$ cat config.mk
export PLATFORM = sky130hd
export DESIGN_NAME = spi_cfg_seq
export DESIGN_NICKNAME = d
export VERILOG_FILES = /design/src/rtl/spi_cfg_seq.sv
export SDC_FILE = /design/constraint.sdc
export NUM_CORES = 1
export LEC_CHECK = 0
export ABC_AREA = 0
export BUFFER_PORTS_ARGS = -buffer_cell sky130_fd_sc_hd__buf_2
export CAP_MARGIN = 20
export CORE_MARGIN = 3
export CORE_UTILIZATION = 50
export CTS_BUF_LIST = sky130_fd_sc_hd__clkbuf_4 sky130_fd_sc_hd__clkbuf_8
export CTS_CLUSTER_SIZE = 8
export DETAILED_ROUTE_END_ITERATION = 8
export PLACE_DENSITY = 0.7
export SYNTH_ARGS = -nofsm -noshare
export SYNTH_HDL_FRONTEND = slang
export SYNTH_SLANG_ARGS = --single-unit
$ cat constraint.sdc
create_clock -name clk -period 5.9 [get_ports clk]
set_input_delay 0.885 -clock clk [delete_from_list [all_inputs] [get_ports clk]]
set_output_delay 0.885 -clock clk [all_outputs]
set_load 0.02 [all_outputs]
$ cat src/rtl/spi_cfg_seq.sv
// Table-driven SPI configuration sequencer: fetches {op, addr, data, mask} steps and runs WRITE/POLL/END
// through the SPI master command/ack handshake. Optional write read-back verify: SEQ_WRITE_VERIFY_EN.
module spi_cfg_seq #(
    parameter int AW         = 7,
    parameter int DW         = 8,
    parameter int IDX_W      = 5,
    parameter int NUM_STEPS  = 32,
    parameter int POLL_MAX   = 16,
    parameter int POLL_GAP   = 1000,
    parameter int AUTO_START = 1
) (
    input  logic                    clk,
    input  logic                    rst_n,
    input  logic                    start,
    output logic [IDX_W-1:0]        step_idx,
    input  logic [2+AW+2*DW-1:0]    step_word,
    output logic                    cmd_write,
    input  logic                    cmd_write_ack,
    output logic [AW-1:0]           write_addr,
    output logic [DW-1:0]           write_data,
    output logic                    cmd_read,
    input  logic                    cmd_read_ack,
    output logic [AW-1:0]           read_addr,
    input  logic [DW-1:0]           read_data,
    output logic                    busy,
    output logic                    done,
    output logic                    error,
    output logic [IDX_W-1:0]        err_step,
    output logic [DW-1:0]           last_rd
);

    localparam int SW = 2 + AW + 2 * DW;
    // Index needs one extra code so that NUM_STEPS itself can act as an implicit END.
    localparam int IW = ($clog2(NUM_STEPS + 1) > IDX_W) ? $clog2(NUM_STEPS + 1) : IDX_W;
    localparam int RW = (POLL_MAX < 1) ? 1 : $clog2(POLL_MAX + 1);
    localparam int GW = $clog2(POLL_GAP + 1);

    localparam logic [1:0] OP_WRITE   = 2'd0;
    localparam logic [1:0] OP_POLL_EQ = 2'd1;
    localparam logic [1:0] OP_POLL_GT = 2'd2;
    localparam logic [1:0] OP_END     = 2'd3;

    typedef enum logic [3:0] {
        S_IDLE,
        S_FETCH,
        S_DECODE,
        S_WR_REQ,
        S_RD_REQ,
        S_EVAL,
        S_GAP,
        S_DONE,
        S_ERR
    } state_t;

    state_t          state;
    logic [IW-1:0]   idx_q;
    logic [RW-1:0]   retry_q;
    logic [GW-1:0]   gap_q;
    logic            auto_pend;

    logic [1:0]      op_q;
    logic [DW-1:0]   data_q;
    logic [DW-1:0]   mask_q;

    logic [1:0]      f_op;
    logic [AW-1:0]   f_addr;
    logic [DW-1:0]   f_data;
    logic [DW-1:0]   f_mask;

    logic [DW-1:0]   masked;
    logic            pass;
    logic            launch;
    logic [RW-1:0]   retry_nx;
    logic            retry_lim;

    // With POLL_MAX=0 polling is unlimited, so the counter must hold at all-ones instead of wrapping.
    function automatic logic [RW-1:0] retry_inc(input logic [RW-1:0] r);
        if (POLL_MAX == 0 && r == {RW{1'b1}})
            return r;
        return r + RW'(1);
    endfunction

    assign f_op   = step_word[SW-1 -: 2];
    assign f_addr = step_word[2*DW +: AW];
    assign f_data = step_word[DW +: DW];
    assign f_mask = step_word[0 +: DW];

    assign step_idx  = idx_q[IDX_W-1:0];
    assign retry_nx  = retry_inc(retry_q);
    assign retry_lim = (POLL_MAX != 0) && (retry_nx == RW'(POLL_MAX));

    assign launch = ((state == S_IDLE) && (start || auto_pend)) ||
                    (((state == S_DONE) || (state == S_ERR)) && start);

    always_comb begin
        masked = last_rd & mask_q;
        pass   = 1'b0;
        case (op_q)
            OP_POLL_GT: pass = (masked > data_q);
            default:    pass = (masked == (data_q & mask_q));
        endcase
    end

    // Step fields are datapath only; they are always written in DECODE before EVAL reads them.
    always_ff @(posedge clk) begin
        if (state == S_DECODE) begin
            op_q   <= f_op;
            data_q <= f_data;
            mask_q <= f_mask;
        end
    end

    always_ff @(posedge clk or negedge rst_n) begin
        if (!rst_n) begin
            state      <= S_IDLE;
            idx_q      <= '0;
            retry_q    <= '0;
            gap_q      <= '0;
            auto_pend  <= (AUTO_START != 0);
            cmd_write  <= 1'b0;
            write_addr <= '0;
            write_data <= '0;
            cmd_read   <= 1'b0;
            read_addr  <= '0;
            busy       <= 1'b0;
            done       <= 1'b0;
            error      <= 1'b0;
            err_step   <= '0;
            last_rd    <= '0;
        end else if (launch) begin
            auto_pend <= 1'b0;
            idx_q     <= '0;
            retry_q   <= '0;
            done      <= 1'b0;
            error     <= 1'b0;
            err_step  <= '0;
            busy      <= 1'b1;
            state     <= S_FETCH;
        end else begin
            case (state)
                S_IDLE, S_DONE, S_ERR: begin
                    state <= state;
                end
                S_FETCH: begin
                    state <= S_DECODE;
                end
                S_DECODE: begin
                    if (idx_q == IW'(NUM_STEPS) || f_op == OP_END) begin
                        done  <= 1'b1;
                        busy  <= 1'b0;
                        state <= S_DONE;
                    end else if (f_op == OP_WRITE) begin
                        cmd_write  <= 1'b1;
                        write_addr <= f_addr;
                        write_data <= f_data;
                        state      <= S_WR_REQ;
                    end else begin
                        cmd_read  <= 1'b1;
                        read_addr <= f_addr;
                        state     <= S_RD_REQ;
                    end
                end
                S_WR_REQ: begin
                    if (cmd_write_ack) begin
                        cmd_write <= 1'b0;
`ifdef SEQ_WRITE_VERIFY_EN
                        cmd_read  <= 1'b1;
                        read_addr <= write_addr;
                        state     <= S_RD_REQ;
`else
                        idx_q     <= idx_q + IW'(1);
                        state     <= S_FETCH;
`endif
                    end
                end
                S_RD_REQ: begin
                    if (cmd_read_ack) begin
                        cmd_read <= 1'b0;
                        last_rd  <= read_data;
                        state    <= S_EVAL;
                    end
                end
                S_EVAL: begin
                    if (pass) begin
                        retry_q <= '0;
                        idx_q   <= idx_q + IW'(1);
                        state   <= S_FETCH;
                    end else if (op_q == OP_WRITE) begin
                        // Read-back mismatch fails at once and leaves the poll retry budget alone.
                        error    <= 1'b1;
                        busy     <= 1'b0;
                        err_step <= idx_q[IDX_W-1:0];
                        state    <= S_ERR;
                    end else begin
                        retry_q <= retry_nx;
                        if (retry_lim) begin
                            error    <= 1'b1;
                            busy     <= 1'b0;
                            err_step <= idx_q[IDX_W-1:0];
                            state    <= S_ERR;
                        end else begin
                            gap_q <= '0;
                            state <= S_GAP;
                        end
                    end
                end
                S_GAP: begin
                    if (gap_q == GW'(POLL_GAP - 1)) begin
                        cmd_read <= 1'b1;
                        state    <= S_RD_REQ;
                    end else begin
                        gap_q <= gap_q + GW'(1);
                    end
                end
                default: begin
                    state <= S_IDLE;
                end
            endcase
        end
    end

endmodule
# == Yosys cells after proc, flatten, opt, wreduce, memory -nomap -nowiden ==
# Index checks and enable logic that the tools add are counted.
# op_classes
add_sub_neg,3
multipliers,0
div,0
order_cmp,1
eq_ne,34
shift,0
mux,52
n_bitwise,5
n_reduce_logical,31
# ops
op,count
2-to-1 mux 5 bit,9
2-to-1 mux 10 bit,4
2-to-1 mux 4 bit,7
one-hot mux 4 bit (7 select lines),1
2-to-1 mux 1 bit,21
"inequality test 2 bit, second input constant",10
one-hot mux 10 bit (2 select lines),1
2-to-1 mux 6 bit,3
"inequality test 3 bit, second input constant",6
bitwise AND 8 bit,2
"== test 4 x 3 -> 1 bit, second input constant",4
AND reduction 4 bit,4
one-hot mux 6 bit (2 select lines),1
AND reduction 6 bit,2
nonzero test 3 bit,4
"adder 10 x 1 -> 10 bit, second input constant",1
"== test 10 bit, second input constant",1
nonzero test 2 bit,5
AND reduction 3 bit,3
"== test 4 x 2 -> 1 bit, second input constant",2
== test 8 bit,1
> comparator 8 bit,1
"adder 6 x 1 -> 6 bit, second input constant",1
"== test 6 bit, second input constant",1
19 further kinds,31
# totals
ff_bits,84
latchBits,0
ramBits,0
romBits,0
input_bits,38
out_inout_bits,45
mem_count,0

# == Depth between registers and ports, before layout ==
# Gate-level depths: netlist (run 1).
# logic_depth
ltp_word,7
ltp_mapped,9
depth_no_buf,8

# == Worst setup path before layout (run 1) ==
# Ideal clock, no wire load.
# synth_path
kind,reg-to-reg
from,register state[2]
to,register write_addr[0]
setup_time_ns,0.128
arrival_ns,2.360
required_time_ns,5.772
path_slack_ns,3.413
path_stages_with_launch,6
cell_sequence,dfrtp_1 -> buf_2 -> nor3_2 -> nand3_2 -> buf_4 -> mux2_1
# synth_between
elab_chain_cells,6
# synth_lines
item,line,source
start: declaration,55,state_t state;
start signal: assignment,142,state <= state;
== test 4 x 3 -> 1 bit or == test 4 bit (tied branches),93,(((state == S_DONE) || (state == S_ERR)) && start);
logical OR 1 bit,93,
logical AND 1 bit,93,
logical OR 1 bit,92,assign launch = ((state == S_IDLE) && (start || auto_pend)) ||
inverter 1 bit (no line),--,
AND reduction 4 bit (no line) *,--,
end signal: assignment,154,write_addr <= f_addr;
end: declaration,19,"output logic [AW-1:0] write_addr,"
# Every way passes the cells marked *; elsewhere a longest branch is shown, timed or not.
# A chain may end at the register's enable or synchronous reset.

# == Worst setup path in the final report (run 1) ==
# layout_path
from,register last_rd[6]
to,register busy
# layout_between
elab_chain_cells,5
# layout_lines
item,line,source
start: declaration,29,output logic [DW-1:0] last_rd
start signal: assignment,179,last_rd <= read_data;
bitwise AND 8 bit *,96,masked = last_rd & mask_q;
> comparator 8 bit or == test 8 bit (tied branches),"99, 100",
2-to-1 mux 1 bit *,98,case (op_q)
inequality test 3 bit (no line) *,--,
AND reduction 4 bit (no line) *,--,
end signal: assignment,125,busy <= 1'b0;
end signal: assignment,137,busy <= 1'b1;
end signal: assignment,150,busy <= 1'b0;
end: declaration,25,"output logic busy,"
# Marks and branches as above.

==> flow_metrics.env, run 1 <==
export IMPL_status="finished clean"
export IMPL_clockBufferDepth=2
export IMPL_hold_path_depth=1
export IMPL_synthFlopType="dfrtp_1"
export IMPL_ctsHoldBuffers=0
export IMPL_die_area_sq_um=9710
export IMPL_diodes=0
export IMPL_post_drt_wl_per_cell_microns=15.9
export IMPL_grt_ovfl_total=0
export IMPL_fin_worst_skew_ps=16.1
export IMPL_worstPathArrival_ps=2930
export IMPL_grtUsageMet2=0.305
export IMPL_ys_types=67
export IMPL_first_global_vias=3155
export IMPL_r2r_start="last_rd[6]"
export IMPL_cp_startpoint="last_rd[6]"
export IMPL_cts_tree="done"
export IMPL_antenna_found_initial=0
export IMPL_power_density_nw_per_um2=453
export IMPL_syn_area_sq_um=4280
export IMPL_stdcell_area_sq_um=4940
export IMPL_place_ws_ps=3200
export IMPL_cap_violations=0
export IMPL_hpwl_microns=6490
export IMPL_htreeDepth=3
export IMPL_synthSimpleGateAreaFrac=0.162
export IMPL_synth_top_area_frac=0.380
export IMPL_cts_setup_buffers=0
export IMPL_worst_hold_path_type="reg2reg"
export IMPL_nets=513
export IMPL_via_count=3249
export IMPL_clock_latency_ps=350
export IMPL_crit_type="reg2reg"
export IMPL_drt_iter0_markers=131
export IMPL_seq_area_sq_um=2190
export IMPL_ant_nets=0
export IMPL_num_rows=33
export IMPL_tns_ps=0
export IMPL_clock_sinks=84
export IMPL_synth_compound_area_frac=0.130
export IMPL_synth_seq_cells=84
export IMPL_r2r_cells=8
export IMPL_cts_clk_slew_worst_paths_ps=100
export IMPL_endpoint_kind="flip-flop"
export IMPL_nFillCells=715
export IMPL_fp_dieH_microns=98.5
export IMPL_root_buffer="clkbuf_8"
export IMPL_muxShareOfSynthArea=0.100
export IMPL_drc=0
export IMPL_drtPass1Iterations=5
export IMPL_ctsResizeCount=0
export IMPL_leakage_uw=0.00226
export IMPL_synth_edff_count=18
export IMPL_drt_vias_per_instance=5.67
export IMPL_multi_input_comb_area_sq_um=1910
export IMPL_max_freq_mhz=365
export IMPL_port_buffers=82
export IMPL_grt_pass1_wl_microns=15200
export IMPL_slew_viol_final=0
export IMPL_grt_use_met3=0.0517
export IMPL_fin_ws_ps=3160
export IMPL_syn_inst=387
export IMPL_yosys_warnings=0
export IMPL_drt_wl_total_microns=9130
export IMPL_cp_start_kind="flip-flop"
export IMPL_grt_max_degree=67
export IMPL_synth_area_leaders="dfrtp_1 (38%), edfxtp_1 (13%), mux2_2 (5.8%)"
export IMPL_fin_crit_sh=0.465
export IMPL_dpl_cell_area_sq_um=4740
export IMPL_final_min_clock_period_ps=2740
export IMPL_synth_top_area_cell="dfrtp_1"
export IMPL_setup_violations=0
export IMPL_area_growth_pct=15.4
export IMPL_syn_avg_cell_area_sq_um=11.1
export IMPL_synthArstFlopShare=0.786
export IMPL_initial_core_util=0.518
export IMPL_hold_viol=0
export IMPL_slew_headroom=0.433
export IMPL_synth_top_family_by_area="simple AND/OR/NAND/NOR gates"
export IMPL_irDropWorstVdd_v=0.000258
export IMPL_cp_required_ps=6080
export IMPL_min_from="write_data[5]"
export IMPL_whs_ps=493
export IMPL_rsz0062_at_grt="false"
export IMPL_core_area_sq_um=8260
export IMPL_top_usage_layer="met2"
export IMPL_drive_gt1_frac=0.297
export IMPL_grt_use_met1=0.265
export IMPL_place_congestion=0.895
export IMPL_synth_adder_area_share=0.0351
export IMPL_worstPathMaxFanout=8
export IMPL_syn_nets=437
export IMPL_die_w_microns=98.5
export IMPL_worst_pin_slew_ps=850
export IMPL_pin_count=83
export IMPL_seq_area_frac_synth=0.512
export IMPL_yosys_area_share_xor_xnor=0.0184
export IMPL_grt_total_usage=0.194
export IMPL_numCtsBuffers=9
[worst max-delay path, cell delays in order, from the launching register on]
cell	delay, ps
dfrtp_1	420
and2_1	150
ha_1	310
a21oi_1	160
o22ai_1	130
o41ai_4	290
o21ai_1	250
nor3_2	670
o21ai_0	190
[metal layers]
layer	up-vias	part of all wire
met2	102	0.49
met3	8	0.055
met4	0	0.0096
li1	1568	-
met5	-	0
met1	1571	0.45
[sequential cells by signal, summed over array words and instances (netlist names), 2 cells and up]
signal	count
write_data	8
err_step	5
idx_q	6
last_rd	8
data_q	8
state	4
mask_q	8
read_addr	7
gap_q	10
write_addr	7
op_q	2
retry_q	5
[kinds of logic (layout without fill, tap and decap cells)]
| logic type | Yosys count | in the layout |
|---|---|---|
| fa+ha+maj | 12 | 12 |
| buf+inv | 39 | 120 |
| xor+xnor | 9 | 9 |
| compound gates | 79 | 79 |
| flops | 84 | 84 |
| mux | 39 | 39 |
| simple gates | 125 | 125 |
[cell type report]
class                      count  share of cell area
clock buffer                  10              0.0266
timing repair buffer          85              0.0876
multi-input combinational    264               0.387
inverter                      19              0.0144
tap                          105              0.0266
sequential                    84               0.444
clock inverter                 6              0.0142
[synthesized netlist by cell type, drive strengths merged (2+ instances only)]
cell	instances
nor3	13
o211ai	2
o22ai	3
nor2b	4
o41ai	3
or3	5
edfxtp	18
o31ai	8
a21oi	20
o21ai	17
or4	8
mux2	31
and3	3
inv	19
nand2	34
a31oi	2
xor2	8
buf	14
nor2	12
a22oi	2
and2	12
o21a	3
dfrtp	65
nor3b	3
nand3b	2
a22o	2
nand3	14
o31a	2
a21o	2
clkbuf	6
mux2i	8
ha	12
nand4	6
nand2b	3
[metrics by stage]
stage	util	std cells	total power (uW)
2_1_floorplan	-	387	1560
3_3_place_gp	0.574	557	1810
3_5_place_dp	0.574	557	1830
4_1_cts	0.598	573	2260
5_1_grt	0.598	573	2390
6_report	0.598	573	2240
[layout by cell type (no fill, tap or decap), types with 9 or more instances in the layout]
| cell | Yosys | layout |
|---|---|---|
| dfrtp_1 | 65 | 65 |
| inv_1 | 19 | 19 |
| nand3_1 | 13 | 13 |
| mux2_2 | 22 | 22 |
| nand2_1 | 34 | 34 |
| a21oi_1 | 19 | 19 |
| clkbuf_8 | 0 | 9 |
| nor2_1 | 12 | 12 |
| nor3_1 | 10 | 10 |
| ha_1 | 12 | 12 |
| mux2_1 | 9 | 9 |
| buf_2 | 8 | 82 |
| edfxtp_1 | 18 | 18 |
| and2_1 | 10 | 10 |
| o21ai_0 | 15 | 15 |
[final timing paths]
| kind | end | slack [ps] |
|---|---|---|
| min reg2reg | write_data[5] | 490 |
| min in group asynchronous | gap_q[9] | 700 |
| max reg2reg | busy | 3160 |
| max in group asynchronous | retry_q[3] | 4620 |
| min | write_data[5] | 490 |
| max | busy | 3160 |
[report_power, final]
group | internal, uW | leakage, uW | switching (uW)
combinational | 366 | 0.00117 | 521
sequential | 789 | 0.000998 | 141
clock | 205 | 0.000101 | 215
total | 1360 | 0.00226 | 878
No activity file was read; power rests on OpenSTA's default activity.
==> run 2, diff against run 1 <==
Settings changed: ABC_AREA 0 to 1.
Clock period 5.9 ns to 2.7 ns, I/O delays scaled along.
==> run 2 against run 1 <==
Compared with the run above: clock power increased by 140%; first-iteration DRC count is 16% higher; die area shrank 0.57%; core utilization up 0.58 points.
==> flow_metrics.env, run 2 <==
export IMPL_initial_core_util=0.515
export IMPL_status="finished clean"
export IMPL_drt_iter0_markers=152
export IMPL_pin_count=83
export IMPL_drive_gt1_frac=0.193
export IMPL_yosys_warnings=0
export IMPL_synth_area_leaders="dfrtp_1 (38%), nand2_1 (16%), edfxtp_1 (13%)"
export IMPL_ctsHoldBuffers=0
export IMPL_worst_hold_path_type="in2async"
export IMPL_whs_ps=100
export IMPL_area_growth_pct=17.2
export IMPL_drc=0
export IMPL_dp_cells=704
export IMPL_layout_commonest_cell="nand2_1"
export IMPL_via_count=3654
export IMPL_drt_wl_total_microns=9770
export IMPL_slowest_delay_ps=430
export IMPL_crit_chain="nand2_1 > inv_1 > ha_1 > nand2_1 > nor2_1 > nand2_1 > nand2_1 > nand2_1 > nand2_1 > nand2_1 > nand2_1 > nand2_1 > nand2_1 > nand2_1"
export IMPL_irDropWorstVdd_v=0.000616
export IMPL_core_area_sq_um=8260
export IMPL_syn_nets=574
export IMPL_rsz0062_at_grt="false"
export IMPL_grt_ovfl_total=0
export IMPL_r2r_end="idx_q[5]"
export IMPL_critPathMostFrequentCell="nand2_1"
export IMPL_top_register="gap_q"
export IMPL_grt_total_usage=0.208
export IMPL_cts_setup_buffers=0
export IMPL_grt_max_degree=37
export IMPL_largest_reg_flops=10
export IMPL_synth_edff_count=18
export IMPL_place_congestion=0.950
export IMPL_worst_pin_slew_ps=759
export IMPL_ctsResizeCount=0
export IMPL_crit_family="simple AND/OR/NAND/NOR gates"
export IMPL_slowest_stage="dfrtp_1"
export IMPL_post_drt_wl_per_cell_microns=13.6
export IMPL_fp_dieH_microns=98.3
export IMPL_clock_sinks=84
export IMPL_tns_ps=0
export IMPL_dpl_cell_area_sq_um=4770
export IMPL_clock_latency_ps=360
export IMPL_die_w_microns=98.3
export IMPL_numCtsBuffers=9
export IMPL_hold_viol=0
export IMPL_synthTopCellsByCount="nand2_1 (179), dfrtp_1 (65), inv_1 (56)"
export IMPL_syn_inst=524
export IMPL_r2r_cells=14
export IMPL_num_rows=33
export IMPL_antenna_found_initial=0
export IMPL_synth_top_area_cell="dfrtp_1"
export IMPL_drt_vias_per_instance=5.08
export IMPL_grt_pass1_wl_microns=16100
export IMPL_port_buffers=82
export IMPL_crit_type="reg2reg"
export IMPL_cp_required_ps=2960
export IMPL_cts_tree="done"
export IMPL_die_area_sq_um=9650
export IMPL_max_freq_mhz=449
export IMPL_synthArstFlopShare=0.786
export IMPL_endpoint_kind="flip-flop"
export IMPL_clockBufferDepth=2
export IMPL_cts_clk_slew_worst_paths_ps=90
export IMPL_cp_start_kind="flip-flop"
export IMPL_cp_num_buf_inv=1
export IMPL_power_density_nw_per_um2=1050
export IMPL_syn_avg_cell_area_sq_um=8.12
export IMPL_final_min_clock_period_ps=2230
export IMPL_r2r_slack_ps=470
export IMPL_root_buffer="clkbuf_8"
export IMPL_worstPathArrival_ps=2490
export IMPL_seq_area_frac_synth=0.515
export IMPL_drtPass1Iterations=4
export IMPL_htreeDepth=3
export IMPL_nets=660
export IMPL_stdcell_area_sq_um=4990
export IMPL_diodes=0
export IMPL_synth_seq_cells=84
export IMPL_slew_headroom=0.494
export IMPL_slew_viol_final=0
export IMPL_instances_no_fill=720
export IMPL_layout_common_cells="nand2_1 (179), buf_2 (82), dfrtp_1 (65)"
export IMPL_yosysMostFrequentCell="nand2_1"
export IMPL_fin_crit_sh=0.825
export IMPL_r2r_start="last_rd[7]"
export IMPL_total_power_uw=5210
export IMPL_cap_violations=0
export IMPL_leakage_uw=0.00273
export IMPL_hpwl_microns=7180
export IMPL_first_global_vias=3450
export IMPL_worstPathMaxFanout=6
export IMPL_synth_top_area_frac=0.382
export IMPL_fin_worst_skew_ps=9.83
export IMPL_ant_nets=0
export IMPL_setup_violations=0
export IMPL_synthFlopType="dfrtp_1"
export IMPL_syn_area_sq_um=4260
export IMPL_ys_types=33
[run 2: through the flow]
stage,utilization,setup WS [ps]
after global placement,0.578,560
final,0.604,473
after CTS,0.604,479
after floorplan,-,672
after detailed placement,0.578,493
after global routing,0.604,170
[run 2: power breakdown]
| group | switching [uW] | internal [uW] |
|---|---|---|
| clock | 534 | 454 |
| combinational | 1460 | 706 |
| sequential | 336 | 1720 |
| total | 2330 | 2880 |
[run 2: layout make-up]
type                            count  area, sq um
Clock inverter                      7         88.8
Clock buffer                        9          124
Fill cell                         763         3270
Timing Repair Buffer               90          483
Multi-Input combinational cell    366         1750
Inverter                           59          221
Tap cell                          105          131
Sequential cell                    84         2190
[run 2: worst max path at each step]
stage                     startpoint       end  cells past startpoint
after global placement    last_rd[7]  idx_q[1]                     14
after CTS                 last_rd[7]  idx_q[5]                     14
after global routing      last_rd[7]  idx_q[2]                     14
final                     last_rd[7]  idx_q[5]                     14
after floorplan           last_rd[7]  gap_q[0]                     12
after detailed placement   mask_q[1]  idx_q[1]                     16
[run 2: cells by family after synthesis]
family	synth area share
AO/OA/AOI/OAI	0.0476
adder cells (fa/ha/maj)	0.0353
flip-flops	0.515
buffers and inverters	0.0744
XOR/XNOR	0.0206
AND/OR/NAND/NOR	0.307
[run 2: per-layer routing]
metal,up-vias,share of wire,global-route usage
met5,-,0,0
met4,0,0.012,0.0494
met3,11,0.057,0.0764
met1,1709,0.45,0.273
met2,89,0.48,0.333
li1,1845,-,-
[run 2: worst reg2reg max path: cells and delay by family (launching register included)]
family / cells / cell delay [ps]
and+or+nand+nor: 12 / 1370
adders and majority gates: 1 / 280
buffers and inverters: 1 / 40
DFF: 1 / 430
